## src/rtl/sequence_player.sv

```systemverilog
// sequence_player: plays a stored LED colour sequence with programmable on/off timing
// Ports: clk, rst_n      - clock and asynchronous active-low reset
//        start/abort     - begin playback when idle / stop playback at once
//        speed, length   - timing select and item count, latched when start is accepted
//        mem_rd/mem_addr - one-cycle read strobe and address into the sequence memory
//        mem_data        - sequence item, valid the cycle after mem_rd
//        led             - registered LED drive, nonzero only while an item is lit
//        busy, done      - playback in progress / one-cycle completion pulse
module sequence_player #(
  parameter int DATA_WIDTH = 4,
  parameter int ADDR_WIDTH = 6,
  parameter int ON_SLOW    = 50,
  parameter int OFF_SLOW   = 25,
  parameter int ON_FAST    = 20,
  parameter int OFF_FAST   = 10
) (
  input  logic                  clk,
  input  logic                  rst_n,
  input  logic                  start,
  input  logic                  abort,
  input  logic                  speed,
  input  logic [ADDR_WIDTH-1:0] length,
  output logic                  mem_rd,
  output logic [ADDR_WIDTH-1:0] mem_addr,
  input  logic [DATA_WIDTH-1:0] mem_data,
  output logic [DATA_WIDTH-1:0] led,
  output logic                  busy,
  output logic                  done
);
  localparam int MAX_ON  = ON_SLOW > ON_FAST ? ON_SLOW : ON_FAST;
  localparam int MAX_OFF = OFF_SLOW > OFF_FAST ? OFF_SLOW : OFF_FAST;
  localparam int MAX_CNT = MAX_ON > MAX_OFF ? MAX_ON : MAX_OFF;
  localparam int CW      = $clog2(MAX_CNT + 1);
  typedef enum logic [2:0] {IDLE, FETCH, WAIT_DATA, LED_ON, LED_OFF, DONE} state_t;
  state_t                r_state, w_next;
  logic                  r_speed;
  logic [ADDR_WIDTH-1:0] r_len, r_index;
  logic [CW-1:0]         r_cnt, w_on, w_off;
  logic [DATA_WIDTH-1:0] r_led;
  logic                  w_accept, w_last;
  assign w_accept = r_state == IDLE && start && !abort;
  // Counters run from N-1 down to 0, so a phase lasts exactly N cycles.
  assign w_on     = r_speed ? CW'(ON_FAST - 1) : CW'(ON_SLOW - 1);
  assign w_off    = r_speed ? CW'(OFF_FAST - 1) : CW'(OFF_SLOW - 1);
  assign w_last   = r_index == r_len - ADDR_WIDTH'(1);
  // The index only moves on entry to FETCH, so it doubles as the held read address.
  assign mem_addr = r_index;
  assign mem_rd   = r_state == FETCH;
  assign busy     = r_state inside {FETCH, WAIT_DATA, LED_ON, LED_OFF};
  assign done     = r_state == DONE;
  assign led      = r_led;
  always_comb begin
    w_next = r_state;
    if (abort) w_next = IDLE;
    else
      case (r_state)
        IDLE:      if (start) w_next = length == '0 ? DONE : FETCH;
        FETCH:     w_next = WAIT_DATA;
        WAIT_DATA: w_next = LED_ON;
        LED_ON:    if (r_cnt == '0) w_next = LED_OFF;
        LED_OFF:   if (r_cnt == '0) w_next = w_last ? DONE : FETCH;
        default:   w_next = IDLE;
      endcase
  end
  always_ff @(posedge clk or negedge rst_n)
    if (!rst_n) r_state <= IDLE;
    else r_state <= w_next;
  always_ff @(posedge clk or negedge rst_n)
    if (!rst_n) begin
      r_speed <= 1'b0;
      r_len   <= '0;
      r_index <= '0;
      r_cnt   <= '0;
      r_led   <= '0;
    end else begin
      if (w_accept) begin
        r_speed <= speed;
        r_len   <= length;
      end
      r_index <= w_accept ? '0 : (r_state == LED_OFF && w_next == FETCH) ? r_index + ADDR_WIDTH'(1) : r_index;
      // Dark everywhere except LED_ON, which also blanks the LED on abort.
      r_led   <= w_next != LED_ON ? '0 : r_state == WAIT_DATA ? mem_data : r_led;
      r_cnt   <= r_state == WAIT_DATA ? w_on : (r_state == LED_ON && r_cnt == '0) ? w_off :
                 r_cnt != '0 ? r_cnt - CW'(1) : r_cnt;
    end
endmodule

```

## config.mk

```make
export PLATFORM = sky130hd
export DESIGN_NAME = sequence_player
export DESIGN_NICKNAME = d
export VERILOG_FILES = /design/src/rtl/sequence_player.sv
export SDC_FILE = /design/constraint.sdc
export NUM_CORES = 1
export LEC_CHECK = 0
export CAP_MARGIN = 5
export CORE_AREA = 2 2 55 57
export CTS_BUF_LIST = sky130_fd_sc_hd__clkbuf_2 sky130_fd_sc_hd__clkbuf_4 sky130_fd_sc_hd__clkbuf_8
export CTS_CLUSTER_SIZE = 24
export DETAILED_ROUTE_END_ITERATION = 10
export DIE_AREA = 0 0 57 59
export GPL_TIMING_DRIVEN = 1
export PLACE_DENSITY = 0.85
export SYNTH_ARGS = -nofsm -noshare
export SYNTH_HDL_FRONTEND = slang
export SYNTH_SLANG_ARGS = --single-unit
```

## constraint.sdc

```tcl
create_clock -name clk -period 4.15 [get_ports clk]
set_clock_uncertainty 0.2 [all_clocks]
set_input_delay 0.83 -clock clk [delete_from_list [all_inputs] [get_ports clk]]
set_output_delay 0.83 -clock clk [all_outputs]
set_load 0.005 [all_outputs]
```

After elaboration in Yosys (flattened, before gate mapping)
Cells that the tools add are included.
{ "word_totals": {"register_bits": 26, "latchBits": 0, "mem_bits_rw": 0, "mem_bits_ro": 0, "inputBits": 15, "output_inout_bits": 13, "elab_cells": 46, "memories": 0} }
{ "op_classes": {"n_addsub": 3, "n_mul": 0, "div": 0, "order_cmp": 0, "n_eq_ne": 8, "shifts": 0, "mux": 16, "bitwise_logic": 0, "reduce_logical": 13} }
{ "ops": {"columns": ["op", "n"], "rows": [
  ["$mux W6", 6],
  ["$mux W3", 6],
  ["$pmux W3 S5", 1],
  ["$logic_not A6 Y1", 2],
  ["$sub A6 B1 Y6 const B", 2],
  ["$mux W4", 2],
  ["$add A6 B1 Y6 const B", 1],
  ["$eq A3 B1 Y1 const B", 2],
  ["$eq A3 B2 Y1 const B", 2],
  ["$eq A3 B3 Y1 const B", 2],
  ["$eq A6 B6 Y1", 1],
  ["$reduce_bool A6 Y1", 1],
  ["$mux W5", 1],
  ["$logic_and A1 B1 Y1", 4],
  ["$reduce_bool A2 Y1", 2],
  ["$reduce_bool A4 Y1", 1],
  ["$logic_not A3 Y1", 1],
  ["$ne A3 B2 Y1 const B", 1],
  ["$reduce_bool A3 Y1", 1],
  ["$logic_not A1 Y1", 1]
]} }

Longest topological paths before layout
Gate-level depths: netlist (run 1).
{ "logic_depth": {"ltp_word": 10, "mapped_depth": 9, "mapped_depth_nobuf": 7} }

Worst setup path before layout (run 1)
No wires, ideal clock.
{ "synth_path": {"kind": "input -> register", "startpoint": "input port abort", "endpoint": "register r_len[3]", "setup_time_ns": 0.125, "t_arrival_ns": 1.981, "t_required_ns": 3.825, "setup_slack_ns": 1.844, "cell_stages": 5, "n_path_buf": 2, "path_cell_list": "clkbuf_1 -> nor2_1 -> nand3_1 -> buf_2 -> mux2_2"} }
{ "synth_via": {"elab_chain_cells": 2} }
{ "synth_lines": {"columns": ["item", "line", "rtl"], "rows": [
  ["from (decl)", "20", "input logic abort,"],
  ["$logic_not A1 Y1", "41", "assign w_accept = r_state == IDLE && start && !abort;"],
  ["$logic_and A1 B1 Y1", "41", null],
  ["to (signal assigned)", "78", "r_len <= length;"],
  ["to (decl)", "37", "logic [ADDR_WIDTH-1:0] r_len, r_index;"]
]} }
No other way between the ends.
A chain may end at the register's enable or synchronous reset.

Final worst setup path (run 1)
{ "layout_path": {"startpoint": "register r_state[0]", "endpoint": "output port busy"} }
{ "layout_via": {"elab_chain_cells": 2, "word_cells_on_any_way": 5, "classes_between": "eq/ne: 4; reduce/logical: 1"} }
{ "layout_lines": {"columns": ["item", "line", "rtl"], "rows": [
  ["from (decl)", "35", "state_t r_state, w_next;"],
  ["from (signal assigned)", "67", "else r_state <= w_next;"],
  ["$eq A3 B1 Y1 (tied with other cells)", "49", "assign busy = r_state inside {FETCH, WAIT_DATA, LED_ON, LED_OFF};"],
  ["$reduce_bool A4 Y1 (*)", "49", null],
  ["to (decl)", "27", "output logic busy,"]
]} }
Mark *: on every way between the ends. The rest lies on a longest branch, timed or not.

==> reports/metrics.sh, run 1 <==
RR_WORST_DEPTH=5
IO_BUFFERS=27
VIAS_IN_THE_FIRST_GLOBAL_ROUTE=1215
DIE_AREA_MM2=0.00336
INITIAL_UTILIZATION_PCT=57.8
PLACE_WORST_SETUP_SLACK_NS=1.22
GRT_SETUP_UNREPAIRED='no'
SHARE_OF_LAYOUT_CELLS_ABOVE_DRIVE_STRENGTH_1_PCT=8.60
PIN_COUNT_OF_THE_BIGGEST_NET_ENTERING_GLOBAL_ROUTING=27
HTREE_NUM_LEVELS=1
FINALSETUPVIOLCOUNT=0
DESIGN.CORE.AREA_MM2=0.00271
FINALWORSTPATHREQUIREDPERIOD_NS=2.98
SYNTH.AREA.TOP_CELLS='sky130_fd_sc_hd__dfrtp_1 42%, sky130_fd_sc_hd__mux2_2 5.0%, sky130_fd_sc_hd__mux2i_1 3.8%'
TIMING.SLEW.HEADROOM_PCT=53.7
CLOCK-ROOT-BUFFER='sky130_fd_sc_hd__clkbuf_4'
TOTAL_NEGATIVE_SETUP_SLACKS_NS=0
CPPEAKSTAGEDELAY_NS=0.60
ROUTE.VIAS.TOTAL=1286
CRITICAL-PATH-TOP-DELAY-FAMILY='flip-flops'
POST_SYNTH_MOST_FREQUENT_CELLS='26 x sky130_fd_sc_hd__dfrtp_1, 12 x sky130_fd_sc_hd__nor3_1, 11 x sky130_fd_sc_hd__nand2_1, 11 x sky130_fd_sc_hd__nor2_1, 10 x sky130_fd_sc_hd__a21oi_1'
FIN_CRIT_SH_PCT=71.8
P_PER_AREA_mW_PER_MM2=430
SETUP.WORST_PATH.CLASS='reg2out'
POSTSYNTH.TOPFLOPCELL='sky130_fd_sc_hd__dfrtp_1'
REG2REG_LAUNCH_POINT='r_state[0]'
WORSTSETUPENDPOINTTYPE='output port'
FINISH.INSTANCE_AREA_MM2=0.00189
SETUP.WORST_PATH.END='busy'
FIRST_PASS_GRT_WIRE_LENGTH_UM=5330
AREA.GROWTH.SYNTH_TO_FINAL_PCT=20.7
MAX_SLEW.WORST_PIN.SLEW_NS=0.692
PLACEMENT.CELL_AREA_MM2=0.00182
PATH_BUF_INV=1
CTS_BUFFERS=3
WL_PER_CELL_UM=14.5
REQUIRED_NS=3.12
ANTENNA_FOUND_INITIAL=0
CTS_TREE='built'
CTS_REPAIR_RESIZE_COUNT=0
DETAILEDPLACEMENTHPWL_UM=2260
TOTAL_LEAKAGE_POWER_nW=0.828
FINALWIRELENGTH_UM=3150
CRITICAL_PATH_PEAK_FANOUT=20
PLACE.GP.CONGESTION=0.843
DIE_X_UM=57
SYNTH_TOP_CELL_AREA_SHARE_PCT=41.5
MAX_FREQ_GHz=0.336
WORST_R2R_ENDPOINT='mem_addr[4]'
TIMING.HOLD.WORST.CLASS='reg2reg'
SYNTH_SEQ_CELLS=26
R2R_SLACK_NS=1.90
SYNTH.CELL_AREA_MM2=0.00157
CRIT_PATH_CELL_TRACE='nor2_1 -> nor2b_1 -> nor2_1 -> clkdlybuf4s50_1'
DRT-VIAS-PER-INSTANCE=5.93
POST_SYNTH_INST_COUNT=163
YOSYSMOSTFREQUENTCELL='sky130_fd_sc_hd__dfrtp_1'
CTS_SETUP_BUFFERS=0
CP-START-KIND='register'
SYNTH_SEQ_AREA_SHARE_PCT=41.5
WORST_SETUP_PATH_STARTPOINT='r_state[0]'
OUTCOME='finished, final reports clean'
FINAL_CELL_COUNT_NO_FILL=217
SYN_AREA_PER_CELL_UM2=9.61
STD_CELL_ROWS=19
SYNTHDISTINCTLIBCELLS=39
MAX-CAP-VIOLATIONS=0
SYNTH_AREA_LEADER_CELL='sky130_fd_sc_hd__dfrtp_1'
NUMCLOCKSINKS=26
SYNTH_ENABLE_FLOP_CELLS=0
WORST_SETUP_HOLD_PATH_CLK_SLEW_NS=0.14
WORST_PATH_MOST_REPEATED_CELL='sky130_fd_sc_hd__nor2_1'
NUMPLACEDINSTANCES=212
VDD_IR_DROP_MAX_mV=0.309
WORST-PATH-STAGES=4
CRITPATHSLOWESTCELL='sky130_fd_sc_hd__dfrtp_1'
POST_CTS_HOLD_BUFFER_COUNT=0
CLOCKBUFFERDEPTH=2
FINAL_CORE_UTIL_PCT=69.8
FINAL_MAX_SLEW_VIOL_COUNT=0
CP.ARRIVAL_NS=1.95
FIN_NETS=206
NUM_IO_PINS=28
TRACK_USAGE_PCT=20.2
FINAL_ANTENNA_NET_COUNT=0
POSTLAYOUTSETUPSLACKWORST_NS=1.17
DRC=0
DIODE_INSERTION_COUNT_FOR_ANTENNA_REPAIR=0
DIE_HEIGHT_UM=59
DRT_FIRST_ITER_VIOLATIONS=65
FINALHOLDVIOLATIONS=0
DRT_PRE_ANTENNA_ITERS=5
POSTSYNTHNETCOUNT=182
SYNTH_ASYNC_SR_FLOP_SHARE_PCT=100
GRT_OVERFLOW=0
SYNTH.YOSYS.WARNINGS=0
CLOCK_INSERTION_DELAY_WORST_SKEW_NS=0.33
## per-layer routing
layer,track usage (%),part of all wire [%],up-vias
li1,-,-,625
met1,25.6,43,619
met2,35.1,51,37
met3,1.97,3.9,5
met4,8.97,1.5,0
met5,0,0,-
## layout make-up
type / count / area [um^2]
Clock buffer: 3 / 22.5
Timing Repair Buffer: 28 / 285
Inverter: 7 / 26.3
Sequential cell: 26 / 651
Fill cell: 218 / 820
Tap cell: 31 / 38.8
Multi-Input combinational cell: 121 / 837
Clock inverter: 1 / 30.0
## layout by cell type (no fill, tap or decap), types with 2 or more instances in the layout
master	instances
sky130_fd_sc_hd__nor4_1	3
sky130_fd_sc_hd__nor3_1	12
sky130_fd_sc_hd__a21oi_1	10
sky130_fd_sc_hd__clkbuf_4	3
sky130_fd_sc_hd__and3_1	3
sky130_fd_sc_hd__xor2_1	6
sky130_fd_sc_hd__o21ai_0	2
sky130_fd_sc_hd__nor2b_1	6
sky130_fd_sc_hd__mux2i_1	6
sky130_fd_sc_hd__nand2b_1	9
sky130_fd_sc_hd__inv_1	7
sky130_fd_sc_hd__clkdlybuf4s50_1	27
sky130_fd_sc_hd__a211oi_1	3
sky130_fd_sc_hd__a31oi_1	4
sky130_fd_sc_hd__nand2_1	11
sky130_fd_sc_hd__mux2_2	7
sky130_fd_sc_hd__xnor2_1	3
sky130_fd_sc_hd__nor2_1	11
sky130_fd_sc_hd__ha_1	4
sky130_fd_sc_hd__dfrtp_1	26
sky130_fd_sc_hd__or2_1	2
sky130_fd_sc_hd__nand4_1	3
## registers in the layout, summed over array words and instances (netlist names)
name / flops
mem_addr: 6
r_cnt: 6
led: 4
r_speed: 1
r_len: 6
r_state: 3
## where the power goes
group          leakage (nW)  total, mW  switching, mW  internal, mW
clock                0.0279      0.173         0.0748        0.0978
combinational         0.468      0.269          0.131         0.138
sequential            0.332      0.372         0.0653         0.307
total                 0.828      0.813          0.271         0.543
## metrics by stage
| step | power [mW] | hold WS (ns) |
|---|---|---|
| floorplan | 0.569 | 0.294 |
| global placement | 0.625 | 0.314 |
| detailed placement | 0.643 | 0.340 |
| CTS | 0.817 | 0.359 |
| global route | 0.865 | 0.384 |
| finish | 0.813 | 0.355 |
## worst min path at each step
| stage | from | endpoint | slack [ns] | cells after the start |
|---|---|---|---|---|
| finish | r_speed | r_cnt[5] | 0.35 | 1 |
| global route | r_speed | r_cnt[5] | 0.38 | 1 |
| CTS | r_speed | r_cnt[5] | 0.36 | 1 |
| detailed placement | r_len[5] | r_len[5] | 0.34 | 1 |
| global placement | r_cnt[2] | r_cnt[2] | 0.31 | 1 |
| floorplan | r_cnt[2] | r_cnt[2] | 0.29 | 1 |
## cells by family (layout without fill, tap and decap cells)
group / count (synthesis) / after routing / share of synthesized area [%]
DFF: 26 / 26 / 41.5
muxes: 13 / 13 / 8.87
adders and majority gates: 4 / 4 / 3.20
buffers and inverters: 16 / 39 / 5.03
AOI/OAI and AO/OA: 28 / 28 / 12.3
and+or+nand+nor: 67 / 67 / 24.0
xor gates and xnor gates: 9 / 9 / 5.03
Power figures use the tool's default switching activity.
==> run 2: changes to the inputs <==
--- a/config.mk
+++ b/config.mk
@@ -6,13 +6,13 @@
 export NUM_CORES = 1
 export LEC_CHECK = 0
 export CAP_MARGIN = 5
-export CORE_AREA = 2 2 55 57
+export CORE_AREA = 2 2 57 59
 export CTS_BUF_LIST = sky130_fd_sc_hd__clkbuf_2 sky130_fd_sc_hd__clkbuf_4 sky130_fd_sc_hd__clkbuf_8
 export CTS_CLUSTER_SIZE = 24
 export DETAILED_ROUTE_END_ITERATION = 10
-export DIE_AREA = 0 0 57 59
+export DIE_AREA = 0 0 59 61
 export GPL_TIMING_DRIVEN = 1
-export PLACE_DENSITY = 0.85
+export PLACE_DENSITY = 0.8
 export SYNTH_ARGS = -nofsm -noshare
 export SYNTH_HDL_FRONTEND = slang
 export SYNTH_SLANG_ARGS = --single-unit
==> constraint.sdc (replaced) <==
create_clock -name clk -period 2.9 [get_ports clk]
set_clock_uncertainty 0.2 [all_clocks]
set_input_delay 0.58 -clock clk [delete_from_list [all_inputs] [get_ports clk]]
set_output_delay 0.58 -clock clk [all_outputs]
set_load 0.005 [all_outputs]
==> run 2 against run 1 <==
  * Critical endpoint is now mem_rd
  * Highest routed layer unchanged
  * Sequential share of layout area is 0.11 points higher
  * Sequential power is 42% higher
  * Cell count is 1.8% higher
  * Largest cell class unchanged
  * Combinational power is 45% higher
  * Sequential cell count stayed put
  * Clock power is 9% higher
  * Total power is 36% higher
==> reports/metrics.sh, run 2 (same netlist as run 1, synthesis figures left out) <==
OUTCOME='finished, final reports clean'
FIRST_PASS_GRT_WIRE_LENGTH_UM=5590
DESIGN.CORE.AREA_MM2=0.00295
CRIT_PATH_CELL_TRACE='buf_4 -> nor3b_1 -> clkdlybuf4s50_1'
PLACE.GP.CONGESTION=0.860
CLOCK_POWER_SHARE_PCT=17.1
DRT_PRE_ANTENNA_ITERS=4
TOTAL_NEGATIVE_SETUP_SLACKS_NS=0
CRITPATHSLOWESTCELL='sky130_fd_sc_hd__dfrtp_1'
WORSTHOLDENDPOINT='r_len[5]'
CLOCKBUFFERDEPTH=2
DIE_X_UM=59
HOLD_PATH_DEPTH=1
STD_CELL_ROWS=20
VIAS_IN_THE_FIRST_GLOBAL_ROUTE=1292
CPPEAKSTAGEDELAY_NS=0.57
P_PER_AREA_mW_PER_MM2=588
DRT_FIRST_ITER_VIOLATIONS=41
MIN-DELAY-START='r_len[5]'
DIODE_INSERTION_COUNT_FOR_ANTENNA_REPAIR=0
SWSHARE_PCT=35.4
CTS_TREE='built'
DETAILEDPLACEMENTHPWL_UM=2460
CRITICAL_PATH_PEAK_FANOUT=12
DRT-VIAS-PER-INSTANCE=5.79
WORST_SETUP_HOLD_PATH_CLK_SLEW_NS=0.14
COMBPWRFRAC_PCT=35.2
REG2REG_LAUNCH_POINT='r_cnt[2]'
PLACE_WORST_SETUP_SLACK_NS=0.412
DIE_AREA_MM2=0.00360
FINALWORSTPATHREQUIREDPERIOD_NS=2.68
MOST-COMMON-LAYOUT-CELLS='27 x sky130_fd_sc_hd__clkdlybuf4s50_1, 26 x sky130_fd_sc_hd__dfrtp_1, 12 x sky130_fd_sc_hd__nor3_1'
FINALSETUPVIOLCOUNT=0
INTERNAL-POWER_mW=0.716
FIN_NETS=208
TIMING.SLEW.HEADROOM_PCT=69.5
INITIAL_UTILIZATION_PCT=53.1
CTS_BUFFERS=3
TIMING.HOLD.WORST.CLASS='reg2reg'
CLOCK_INSERTION_DELAY_WORST_SKEW_NS=0.32
POST_CTS_HOLD_BUFFER_COUNT=0
NUMCLOCKSINKS=26
TOTAL_LEAKAGE_POWER_nW=0.828
MAX-CAP-VIOLATIONS=0
PLACEMENT.CELL_AREA_MM2=0.00185
IO_BUFFERS=27
FINALWIRELENGTH_UM=3300
HTREE_NUM_LEVELS=1
REGISTER_AREA_UM2=651
MAX_FREQ_GHz=0.373
GRT_OVERFLOW=0
FINISH.INSTANCE_AREA_MM2=0.00188
CRITICAL-PATH-TOP-DELAY-FAMILY='buffers and inverters'
NET-SWITCHING-POWER_mW=0.392
CTS_SETUP_BUFFERS=0
NUM_IO_PINS=28
FILLERS=255
MAX_SLEW.WORST_PIN.SLEW_NS=0.457
FINAL_MAX_SLEW_VIOL_COUNT=0
FINALHOLDVIOLATIONS=0
R2R_SLACK_NS=0.75
POSTLAYOUTSETUPSLACKWORST_NS=0.218
SEQUENTIALPOWERSHARE_PCT=47.7
RR_WORST_DEPTH=5
PATH_BUF_INV=2
WL_PER_CELL_UM=14.9
TRACK_USAGE_PCT=20.3
MULTI_INPUT_COMB_AREA_UM2=837
FINAL_ANTENNA_NET_COUNT=0
LEADING_CELL_TYPE_IN_THE_LAYOUT_FILL_AND_TAPS_EXCLUDED='sky130_fd_sc_hd__clkdlybuf4s50_1'
FIN_CRIT_SH_PCT=92.5
CP.ARRIVAL_NS=1.90
SETUP.WORST_PATH.CLASS='reg2out'
ANTENNA_FOUND_INITIAL=0
REQUIRED_NS=2.12
DRC=0
REPORT.POWER.TOTAL_mW=1.11
AREA.GROWTH.SYNTH_TO_FINAL_PCT=20.3
DIE_HEIGHT_UM=61
CLOCK-ROOT-BUFFER='sky130_fd_sc_hd__clkbuf_4'
PIN_COUNT_OF_THE_BIGGEST_NET_ENTERING_GLOBAL_ROUTING=27
GRT_SETUP_UNREPAIRED='no'
ROUTE.VIAS.TOTAL=1279
CTS_REPAIR_RESIZE_COUNT=0
WORSTSETUPENDPOINTTYPE='output port'
SHARE_OF_LAYOUT_CELLS_ABOVE_DRIVE_STRENGTH_1_PCT=9.57
WORST_R2R_ENDPOINT='r_cnt[0]'
VDD_IR_DROP_MAX_mV=0.284
CP-START-KIND='register'
## run 2: through the flow
step / util (%) / instances / hold WS (ns)
global placement: 62.6 / 217 / 0.328
floorplan: - / 163 / 0.0844
global route: 63.8 / 221 / 0.394
detailed placement: 62.6 / 217 / 0.340
finish: 63.8 / 221 / 0.367
CTS: 63.8 / 221 / 0.365
## run 2: worst reg2reg max path: stages (launching register included)
cell and delay (ns):
sky130_fd_sc_hd__dfrtp_1 0.46, sky130_fd_sc_hd__or3_4 0.44, sky130_fd_sc_hd__or2_1 0.42, sky130_fd_sc_hd__nor3_1 0.26, sky130_fd_sc_hd__a211oi_1 0.06, sky130_fd_sc_hd__or2_1 0.23
## run 2: how the worst max path moves through the flow
stage | startpoint | end | slack, ns | cells after the start
final | r_state[0] | mem_rd | 0.22 | 3
after global placement | abort | mem_addr[5] | 0.49 | 6
after detailed placement | abort | mem_addr[5] | 0.41 | 5
after CTS | r_state[0] | mem_rd | 0.23 | 3
after floorplan | abort | r_len[3] | 0.84 | 5
after global routing | r_state[0] | mem_rd | 0.09 | 3
## run 2: area by class of cell
type                    instances  share of cell area (%)
clock buffers                   4                    1.93
inverters                       7                    1.39
multi-input cells             121                    44.4
flip-flops and latches         26                    34.5
well taps                      33                    2.19
repair buffers                 30                    15.5
## run 2: routing by layer
layer	GRT usage, %	part of all wire, %
met1	23.8	42
met3	2.99	4.3
met5	0	0
met2	38.7	52
met4	5.52	1.3
## run 2: power groups by stage
stage | Combinational (mW) | Clock, mW | Sequential [mW]
floorplan | 0.310 | 0 | 0.505
global placement | 0.372 | 0 | 0.528
detailed placement | 0.390 | 0 | 0.536
CTS | 0.394 | 0.190 | 0.528
global route | 0.441 | 0.203 | 0.542
finish | 0.391 | 0.189 | 0.529
==> run 3: changes to the inputs <==
--- a/config.mk
+++ b/config.mk
@@ -13,6 +13,7 @@
 export DIE_AREA = 0 0 59 61
 export GPL_TIMING_DRIVEN = 1
 export PLACE_DENSITY = 0.8
+export SLEW_MARGIN = 20
 export SYNTH_ARGS = -nofsm -noshare
 export SYNTH_HDL_FRONTEND = slang
 export SYNTH_SLANG_ARGS = --single-unit
==> constraint.sdc (replaced) <==
create_clock -name clk -period 2.9 [get_ports clk]
set_clock_uncertainty 0.2 [all_clocks]
set_input_delay 0.29 -clock clk [delete_from_list [all_inputs] [get_ports clk]]
set_output_delay 0.29 -clock clk [all_outputs]
set_load 0.005 [all_outputs]
==> run 3 against run 2 <==
  * Fmax grew 8.8%
  * Sequential power hardly changed
  * Clock power shrank 4%
  * Design area shrank 0.40%
  * Combinational power barely moved
  * Routed wire length decreased by 1.9%
  * Worst hold slack lost 0.25 ns
  * Critical path type unchanged
==> reports/metrics.sh, run 3 (same netlist as run 1, synthesis figures left out) <==
R2R_SLACK_NS=0.64
WORST_SETUP_HOLD_PATH_CLK_SLEW_NS=0.14
CLOCK_INSERTION_DELAY_WORST_SKEW_NS=0.32
REPORT.POWER.TOTAL_mW=1.11
POST_CTS_HOLD_BUFFER_COUNT=0
PATH_BUF_INV=1
FINALHOLDVIOLATIONS=0
CTS_SETUP_BUFFERS=0
MOST-COMMON-LAYOUT-CELLS='27 x sky130_fd_sc_hd__clkdlybuf4s50_1, 26 x sky130_fd_sc_hd__dfrtp_1, 12 x sky130_fd_sc_hd__nor3_1'
WORST_PATH_MOST_REPEATED_CELL='sky130_fd_sc_hd__nor2_1'
CRITICAL-PATH-TOP-DELAY-FAMILY='flip-flops'
CLOCK_POWER_SHARE_PCT=16.4
PIN_COUNT_OF_THE_BIGGEST_NET_ENTERING_GLOBAL_ROUTING=27
FIRST_PASS_GRT_WIRE_LENGTH_UM=5660
HTREE_NUM_LEVELS=1
CPPEAKSTAGEDELAY_NS=0.60
CRITPATHSLOWESTCELL='sky130_fd_sc_hd__dfrtp_1'
MULTI_INPUT_COMB_AREA_UM2=837
TRACK_USAGE_PCT=20.5
CP-START-KIND='register'
CTS_TREE='built'
CRITICAL_PATH_PEAK_FANOUT=20
VDD_IR_DROP_MAX_mV=0.279
TIMING.SLEW.HEADROOM_PCT=52.9
DETAILEDPLACEMENTHPWL_UM=2450
ROUTE.VIAS.TOTAL=1276
INITIAL_UTILIZATION_PCT=53.1
DRC=0
HOLD_WS_NS=0.116
NUMCLOCKSINKS=26
SHARE_OF_LAYOUT_CELLS_ABOVE_DRIVE_STRENGTH_1_PCT=9.09
CLOCK-ROOT-BUFFER='sky130_fd_sc_hd__clkbuf_4'
DRT_PRE_ANTENNA_ITERS=4
DRT_FIRST_ITER_VIOLATIONS=45
MAX_FREQ_GHz=0.406
PLACEMENT.CELL_AREA_MM2=0.00184
SETUP.WORST_PATH.CLASS='reg2out'
PLACE.GP.CONGESTION=0.826
MAX_SLEW.WORST_PIN.SLEW_NS=0.705
FINISH.INSTANCE_AREA_MM2=0.00188
FILLERS=259
FIN_NETS=207
OUTCOME='finished, final reports clean'
CP.ARRIVAL_NS=1.97
DIE_AREA_MM2=0.00360
DESIGN.CORE.AREA_MM2=0.00295
TOTAL_LEAKAGE_POWER_nW=0.823
CTS_BUFFERS=3
INTERNAL-POWER_mW=0.714
SWSHARE_PCT=35.5
FIN_CRIT_SH_PCT=85.0
WL_PER_CELL_UM=14.7
DIE_HEIGHT_UM=61
CTS_REPAIR_RESIZE_COUNT=0
FINAL_ANTENNA_NET_COUNT=0
REGISTER_AREA_UM2=651
TIMING.HOLD.WORST.CLASS='in2async'
AREA.GROWTH.SYNTH_TO_FINAL_PCT=19.8
FINALSETUPVIOLCOUNT=0
TOTAL_NEGATIVE_SETUP_SLACKS_NS=0
DIE_X_UM=59
ANTENNA_FOUND_INITIAL=0
GRT_OVERFLOW=0
WORSTSETUPENDPOINTTYPE='output port'
SEQUENTIALPOWERSHARE_PCT=48.0
GRT_SETUP_UNREPAIRED='no'
STD_CELL_ROWS=20
CLOCKBUFFERDEPTH=2
CRIT_PATH_CELL_TRACE='nor2_1 -> nor2b_1 -> nor2_1 -> clkdlybuf4s50_1'
IO_BUFFERS=27
LEADING_CELL_TYPE_IN_THE_LAYOUT_FILL_AND_TAPS_EXCLUDED='sky130_fd_sc_hd__clkdlybuf4s50_1'
FINAL_MAX_SLEW_VIOL_COUNT=0
P_PER_AREA_mW_PER_MM2=590
REQUIRED_NS=2.41
MAX-CAP-VIOLATIONS=0
DRT-VIAS-PER-INSTANCE=5.80
WORST_R2R_ENDPOINT='r_len[0]'
REG2REG_LAUNCH_POINT='r_state[0]'
FINALWORSTPATHREQUIREDPERIOD_NS=2.46
RR_WORST_DEPTH=3
FINALWIRELENGTH_UM=3240
DIODE_INSERTION_COUNT_FOR_ANTENNA_REPAIR=0
NET-SWITCHING-POWER_mW=0.393
COMBPWRFRAC_PCT=35.5
VIAS_IN_THE_FIRST_GLOBAL_ROUTE=1321
NUM_IO_PINS=28
run 3: how the worst max path moves through the flow:
| stage | from | endpoint | slack [ns] | cells past startpoint |
|---|---|---|---|---|
| 2_1_floorplan | r_cnt[2] | r_cnt[0] | 1.0 | 6 |
| 3_3_place_gp | abort | r_speed | 0.70 | 5 |
| 3_5_place_dp | abort | r_len[0] | 0.62 | 5 |
| 4_1_cts | r_state[0] | busy | 0.45 | 4 |
| 5_1_grt | r_state[0] | busy | 0.33 | 4 |
| 6_report | r_state[0] | busy | 0.44 | 4 |
run 3: area by class of cell:
type	instances	area share [%]
sequential	26	34.7
timing repair buffer	29	15.2
tap	33	2.20
inverter	7	1.40
clock buffer	4	1.93
multi-input combinational	121	44.6
run 3: power groups by stage:
| stage | Combinational [mW] | Sequential [mW] | Clock, mW |
|---|---|---|---|
| floorplan | 0.310 | 0.505 | 0 |
| global placement | 0.362 | 0.534 | 0 |
| detailed placement | 0.393 | 0.539 | 0 |
| CTS | 0.397 | 0.531 | 0.189 |
| global route | 0.442 | 0.544 | 0.202 |
| finish | 0.393 | 0.532 | 0.182 |
run 3: routing by layer:
metal  vias up  track usage (%)  wire length [um]
li1        623                -                 -
met5         -                0                 0
met4         0             7.79                30
met3         3             2.99               137
met1       609             23.1              1370
met2        41             39.0              1700
run 3: per-stage QoR:
step	utilization, %	std cells	setup slack [ns]
6_report	63.6	220	0.435
5_1_grt	63.6	220	0.326
4_1_cts	63.6	220	0.447
3_5_place_dp	62.3	216	0.623
3_3_place_gp	62.3	216	0.697
2_1_floorplan	-	163	0.996
